File: config.mk
export PLATFORM = sky130hd
export DESIGN_NAME = lvds_rx_delay_train
export DESIGN_NICKNAME = d
export VERILOG_FILES = /design/src/rtl/lvds_rx_delay_train.sv
export SDC_FILE = /design/constraint.sdc
export NUM_CORES = 1
export LEC_CHECK = 0
export ABC_AREA = 0
export BUFFER_PORTS_ARGS = -buffer_cell sky130_fd_sc_hd__buf_4
export CORE_UTILIZATION = 60
export DETAILED_ROUTE_END_ITERATION = 16
export GPL_TIMING_DRIVEN = 1
export PLACE_DENSITY_LB_ADDON = 0.12
export SETUP_SLACK_MARGIN = 0.5
export SYNTH_ARGS = -nofsm -noshare
export SYNTH_HDL_FRONTEND = slang
export SYNTH_SLANG_ARGS = --single-unit
File: constraint.sdc
create_clock -name I_clk_1x -period 4.2 [get_ports I_clk_1x]
set_clock_uncertainty 0.1 [all_clocks]
set_input_delay 0.84 -clock I_clk_1x [delete_from_list [all_inputs] [get_ports I_clk_1x]]
set_output_delay 0.84 -clock I_clk_1x [all_outputs]
set_load 0.02 [all_outputs]
File: src/rtl/lvds_rx_delay_train.sv
// Clock-lane IDELAY training and word alignment behind the 1:7 LVDS deserializer.
// Sweeps the delay code, centres it in the widest stable eye, then finds the bit rotation.
module lvds_rx_delay_train #(
  parameter int unsigned TAP_LAST    = 253,
  parameter int unsigned SETTLE_CYC  = 16,
  parameter int unsigned CHECK_CYC   = 64,
  parameter int unsigned MIN_EYE     = 8,
  parameter logic [6:0]  CLK_PATTERN = 7'b1100011,
  parameter int unsigned ERR_LIMIT   = 4
) (
  input  logic       I_clk_1x,
  input  logic       I_rst,
  input  logic       I_train_start,
  input  logic [6:0] I_diff_pdata,
  input  logic [6:0] I_diff_ndata,
  output logic [7:0] O_idelay_num,
  output logic [6:0] O_word,
  output logic       O_word_vld,
  output logic [2:0] O_slip,
  output logic       O_lock,
  output logic       O_train_fail,
  output logic       O_busy
);

  localparam logic [7:0]  TAP_END  = 8'(TAP_LAST);
  localparam logic [15:0] SETTLE_N = 16'(SETTLE_CYC);
  localparam logic [15:0] CHECK_N  = 16'(CHECK_CYC);
  localparam logic [8:0]  EYE_MIN  = 9'(MIN_EYE);
  localparam logic [7:0]  ERR_MAX  = 8'(ERR_LIMIT - 1);

  typedef enum logic [3:0] {
    S_IDLE,
    S_SETTLE,
    S_CHECK,
    S_NEXT,
    S_CENTER,
    S_ASETTLE,
    S_ALIGN,
    S_VERIFY,
    S_LOCKED,
    S_FAIL
  } state_t;

  state_t state;
  state_t state_nxt;

  logic [15:0] settle_cnt;
  logic [15:0] check_cnt;
  logic [7:0]  tap;
  logic        tap_good;
  logic [7:0]  cur_start;
  logic [8:0]  cur_len;
  logic [7:0]  best_start;
  logic [8:0]  best_len;
  logic [7:0]  err_cnt;

  logic [6:0]  word_rot;
  logic        word_bad;
  logic        err_hit;
  logic        restart;
  logic        al_hit;
  logic [2:0]  al_rot;
  logic [8:0]  run_len;
  logic [7:0]  run_start;
  logic        run_close;
  logic [8:0]  center;

  function automatic logic [6:0] rotl(
    input logic [6:0] d,
    input logic [2:0] r
  );
    logic [13:0] dd;
    dd = {d, d} << r;
    return dd[13:7];
  endfunction

  assign word_rot = rotl(I_diff_pdata, O_slip);
  assign word_bad = word_rot != CLK_PATTERN;
  assign err_hit  = (state == S_LOCKED) && word_bad
                    && (err_cnt == ERR_MAX);
  assign restart  = I_train_start || err_hit;

  // A good tap opens a run if none is open; the last tap always closes it.
  assign run_len   = tap_good ? cur_len + 9'd1 : cur_len;
  assign run_start = (tap_good && cur_len == 9'd0) ? tap : cur_start;
  assign run_close = !tap_good || (tap == TAP_END);
  assign center    = {1'b0, best_start} + {1'b0, best_len[8:1]};

  // Scan high to low so the smallest matching rotation wins.
  always_comb begin
    al_hit = 1'b0;
    al_rot = 3'd0;
    for (int r = 6; r >= 0; r--) begin
      if (rotl(I_diff_pdata, 3'(r)) == CLK_PATTERN) begin
        al_hit = 1'b1;
        al_rot = 3'(r);
      end
    end
  end

  always_ff @(posedge I_clk_1x or posedge I_rst) begin
    if (I_rst) begin
      state <= S_IDLE;
    end else begin
      state <= state_nxt;
    end
  end

  always_comb begin
    state_nxt = state;
    if (restart) begin
      state_nxt = S_SETTLE;
    end else begin
      unique case (state)
        S_IDLE: begin
        end
        S_SETTLE: begin
          if (settle_cnt <= 16'd1) state_nxt = S_CHECK;
        end
        S_CHECK: begin
          if (check_cnt <= 16'd1) state_nxt = S_NEXT;
        end
        S_NEXT: begin
          state_nxt = (tap == TAP_END) ? S_CENTER : S_SETTLE;
        end
        S_CENTER: begin
          state_nxt = (best_len < EYE_MIN) ? S_FAIL : S_ASETTLE;
        end
        S_ASETTLE: begin
          if (settle_cnt <= 16'd1) state_nxt = S_ALIGN;
        end
        S_ALIGN: begin
          state_nxt = al_hit ? S_VERIFY : S_FAIL;
        end
        S_VERIFY: begin
          if (word_bad) state_nxt = S_FAIL;
          else if (check_cnt <= 16'd1) state_nxt = S_LOCKED;
        end
        S_LOCKED: begin
        end
        S_FAIL: begin
        end
        default: state_nxt = S_IDLE;
      endcase
    end
  end

  always_ff @(posedge I_clk_1x or posedge I_rst) begin
    if (I_rst) begin
      settle_cnt   <= '0;
      check_cnt    <= '0;
      tap          <= '0;
      tap_good     <= 1'b0;
      cur_start    <= '0;
      cur_len      <= '0;
      best_start   <= '0;
      best_len     <= '0;
      err_cnt      <= '0;
      O_idelay_num <= '0;
      O_word       <= '0;
      O_word_vld   <= 1'b0;
      O_slip       <= '0;
      O_lock       <= 1'b0;
      O_train_fail <= 1'b0;
      O_busy       <= 1'b0;
    end else if (restart) begin
      settle_cnt   <= SETTLE_N;
      check_cnt    <= CHECK_N;
      tap          <= '0;
      tap_good     <= 1'b1;
      cur_start    <= '0;
      cur_len      <= '0;
      best_start   <= '0;
      best_len     <= '0;
      err_cnt      <= '0;
      O_idelay_num <= '0;
      O_word_vld   <= 1'b0;
      O_lock       <= 1'b0;
      O_train_fail <= 1'b0;
      O_busy       <= 1'b1;
    end else begin
      unique case (state)
        S_SETTLE, S_ASETTLE: begin
          settle_cnt <= settle_cnt - 16'd1;
          check_cnt  <= CHECK_N;
          tap_good   <= 1'b1;
        end
        S_CHECK: begin
          check_cnt <= check_cnt - 16'd1;
          if (I_diff_pdata != I_diff_ndata) tap_good <= 1'b0;
        end
        S_NEXT: begin
          if (run_close) begin
            if (run_len > best_len) begin
              best_start <= run_start;
              best_len   <= run_len;
            end
            cur_len <= '0;
          end else begin
            cur_len   <= run_len;
            cur_start <= run_start;
          end
          if (tap != TAP_END) begin
            tap          <= tap + 8'd1;
            O_idelay_num <= tap + 8'd1;
            settle_cnt   <= SETTLE_N;
          end
        end
        S_CENTER: begin
          if (best_len >= EYE_MIN) begin
            O_idelay_num <= center[7:0];
            settle_cnt   <= SETTLE_N;
          end
        end
        S_ALIGN: begin
          if (al_hit) O_slip <= al_rot;
        end
        S_VERIFY: begin
          check_cnt <= check_cnt - 16'd1;
          if (!word_bad && check_cnt <= 16'd1) begin
            O_lock <= 1'b1;
            O_busy <= 1'b0;
          end
        end
        S_LOCKED: begin
          O_word     <= word_rot;
          O_word_vld <= 1'b1;
          err_cnt    <= word_bad ? err_cnt + 8'd1 : 8'd0;
        end
        default: begin
        end
      endcase
      if (state_nxt == S_FAIL && state != S_FAIL) begin
        O_train_fail <= 1'b1;
        O_lock       <= 1'b0;
        O_busy       <= 1'b0;
        O_idelay_num <= '0;
      end
    end
  end

endmodule
==> metrics.csv <==
stage;metric;value;unit
clocking;root_buffer;clkbuf_16;
synth;postSynthAreaPerCell;8.83;um^2
critical_path;cpMostUsedCell;mux2i_1;
timing;finalSetupViolCount;0;
clocking;cts_inserted_buffers;9;
synth;synth_top_area_cell;dfrtp_1;
timing;rsz0062_at_grt;no;
placed_design;io_buffers;38;
power;power;2.71;mW
drt;wirelength;15800;um
clocking;clk_latency;0.37;ns
synth;synth-seq-area-share;39.5;%
synth;synthXorXnorAreaFrac;5.83;%
critical_path;crit_fanout;46;
power;sw_frac_of_total;32.6;%
synth;yosys-top-cells-area;dfrtp_1 39%, nor2_1 6.2%, ha_1 4.5%;
synth;synthesis.nets;826;
clocking;postCtsSetupBuffers;0;
finish;syn2layout_area_growth;9.74;%
synth;synth_top_family_by_area;simple AND/OR/NAND/NOR gates;
global_routing;grt_pass1_vias;5420;
power;p_per_area;357;mW/mm^2
power;pwr-share-comb;22.6;%
drt;ant_nets;0;
synth;synth-compound-area-share;15.4;%
drt;drt-initial-drc-count;395;
finish;nNetsFinal;842;
floorplanning;fp-row-count;38;
synth;synthFlopType;dfrtp_1;
placed_design;dp.final_hpwl;11100;um
drt;wire_per_inst;16.7;um
timing;max_freq;292;MHz
timing;fin_setup_tns;0;ns
drt;dr.pass1.iters;5;
critical_path;cp.required;4.41;ns
timing;slew-limit-headroom;37.3;%
clocking;htreeDepth;3;
synth;synthMuxAreaShare;6.59;%
timing;hold_viol_final;0;
global_routing;grt_usage;28.5;%
synth;syn_inst;783;
power;power_switching;0.883;mW
clocking;clkSinkCount;109;
global_routing;grt_pass1_wl;26400;um
synth;synthAdderAreaFrac;4.82;%
critical_path;crit_chain;mux2i_1 > mux2i_1 > or3b_1 > a221o_1 > a31o_2 > buf_12 > nor2_2 > a22o_1;
power;clockPowerShare;33.5;%
finish;drive_above_1_share;11.8;%
timing;worst_slack;0.773;ns
synth;synth-async-reset-ratio;100;%
synth;synth_seq_cells;109;
clocking;cts_tree;built;
synth;synth_top_area_share;39.5;%
drt;via_per_inst;6.10;
floorplanning;coreArea;0.0110;mm^2
floorplanning;die_w;109;um
synth;ys_warn_count;0;
timing;slew_viol_final;0;
clocking;ctsResizeCount;0;
power;p_int;1.82;mW
timing;layout_min_cycle_time;3.43;ns
placed_design;pre_cts_ws;0.627;ns
critical_path;arrival;3.63;ns
floorplanning;boundaryPins;39;
floorplanning;dieArea;0.0120;mm^2
synth;synth-simple-area-share;23.0;%
status;status;finished, final reports clean;
clocking;cts_buffer_depth;2;
min_path;hold_path.class;reg2reg;
global_routing;overflow;0;
power;p_seq_share;43.8;%
power;ir_drop;0.000521;V
floorplanning;initial_core_util;62.6;%
critical_path;startpoint_type;flop;
power;p_leak;3.33;nW
drt;vias;5762;
placed_design;gp_congestion;0.868;
clocking;clkSlewWorstSetupHoldPaths;0.07;ns
floorplanning;die_h;109;um
timing;finalCritPeriodShare;81.6;%
synth;synth_cell_types;71;
critical_path;slowest_delay;0.74;ns
critical_path;crit_slowest_cell;dfrtp_1;
timing;worst_hold_slack;0.418;ns
timing;worstMarginPinSlew;0.938;ns
critical_path;crit_family;compound AO/OA/AOI/OAI gates;
finish;num_antenna_cells;0;
drt;drc;0;
critical_path;crit_type;reg2reg;
synth;synth.cell_area;0.00691;mm^2
clocking;cts_hold_buf;0;
critical_path;critical_path_buf_inv_count;1;
job;maxCapViolations;0;
global_routing;grt_max_degree;77;
critical_path;cp-end-kind;flop;
synth;synth_edf_count;0;
global_routing;antenna_found_initial;0;
[power by group through the flow]
stage               clock network, mW  registers (mW)  logic, mW
global route                    0.962            1.20      0.681
floorplan                           0            1.18      0.476
detailed placement                  0            1.20      0.605
finish                          0.907            1.19      0.612
global placement                    0            1.20      0.583
CTS                             0.923            1.18      0.610
[per-stage QoR]
stage                     std cells  cell area (um^2)  utilization [%]
final                           944              7580             68.8
after global routing            944              7580             68.8
after CTS                       944              7580             68.8
after detailed placement        928              7270             65.9
after global placement          928              7270             65.9
after floorplan                 783              6910                -
[worst register-to-register path, delay by kind of cell, from the launching register on]
family,cells,cell delay [ns]
AND/OR/NAND/NOR,2,0.65
buffers and inverters,1,0.26
multiplexers,2,0.57
AO/OA/AOI/OAI,3,1.04
flip-flops,1,0.74
[Yosys cell counts, drive strengths merged, types with 5 or more instances]
master  number
o21ai       33
inv         34
or2          7
nand2b       5
nor2b       11
mux2i       26
clkbuf      23
nand4        9
o31ai        5
nand4b       5
ha          25
a211oi      15
a21oi       39
nor3        29
nor4        11
or3         12
o21a         6
a21o         8
mux2         9
dfrtp      109
buf         18
xnor2       30
nand2       76
xor2        16
nor2       117
o22ai        6
nor3b        6
o211ai      10
nand3       24
[cell families (layout without fill, tap and decap cells)]
kind of cell | count (synthesis) | after routing
simple gates | 332 | 332
compound gates | 155 | 155
flops | 109 | 109
buf+inv | 76 | 97
xor+xnor | 46 | 46
mux | 39 | 39
fa+ha+maj | 26 | 26
[metal layers]
metal	vias to the layer above	wire, um	global-route usage, %
met4	0	241	8.29
met1	2818	7390	39.2
met3	23	658	6.22
met2	124	7520	45.4
met5	-	0	0
li1	2797	-	-
[area by class of cell]
type / count / area [um^2]
clock buffers: 9 / 225
clock inverters: 7 / 87.6
fillers: 893 / 3450
inverters: 35 / 135
multi-input cells: 598 / 3850
flip-flops and latches: 109 / 2730
well taps: 140 / 175
repair buffers: 46 / 383
[final timing paths]
check	slack [ns]	end	depth (start not counted)	startpoint
setup / recovery	0.77	cur_len[8]	8	O_slip[1]
hold / removal	0.42	O_idelay_num[0]	2	O_idelay_num[0]
setup reg to reg	0.77	cur_len[8]	8	O_slip[1]
hold reg to reg	0.42	O_idelay_num[0]	2	O_idelay_num[0]
max in group asynchronous	2.68	check_cnt[5]	3	I_rst
min in group asynchronous	0.49	settle_cnt[14]	2	I_rst
[cells in the final DEF, fill, tap and decap left out, types with 26 or more instances in the layout]
master   instances
mux2i_1         26
xnor2_1         30
inv_1           33
a21oi_1         38
o21ai_0         32
nand2_1         76
dfrtp_1        109
buf_4           43
nor3_1          29
nor2_1         115
[state kept, by name, summed over array words and instances (netlist names), 3 cells and up]
name          count
O_idelay_num      8
O_slip            3
O_word            7
best_len          9
best_start        8
check_cnt        16
cur_len           9
cur_start         8
err_cnt           8
settle_cnt       16
state             4
tap               8
Power figures use the tool's default switching activity.
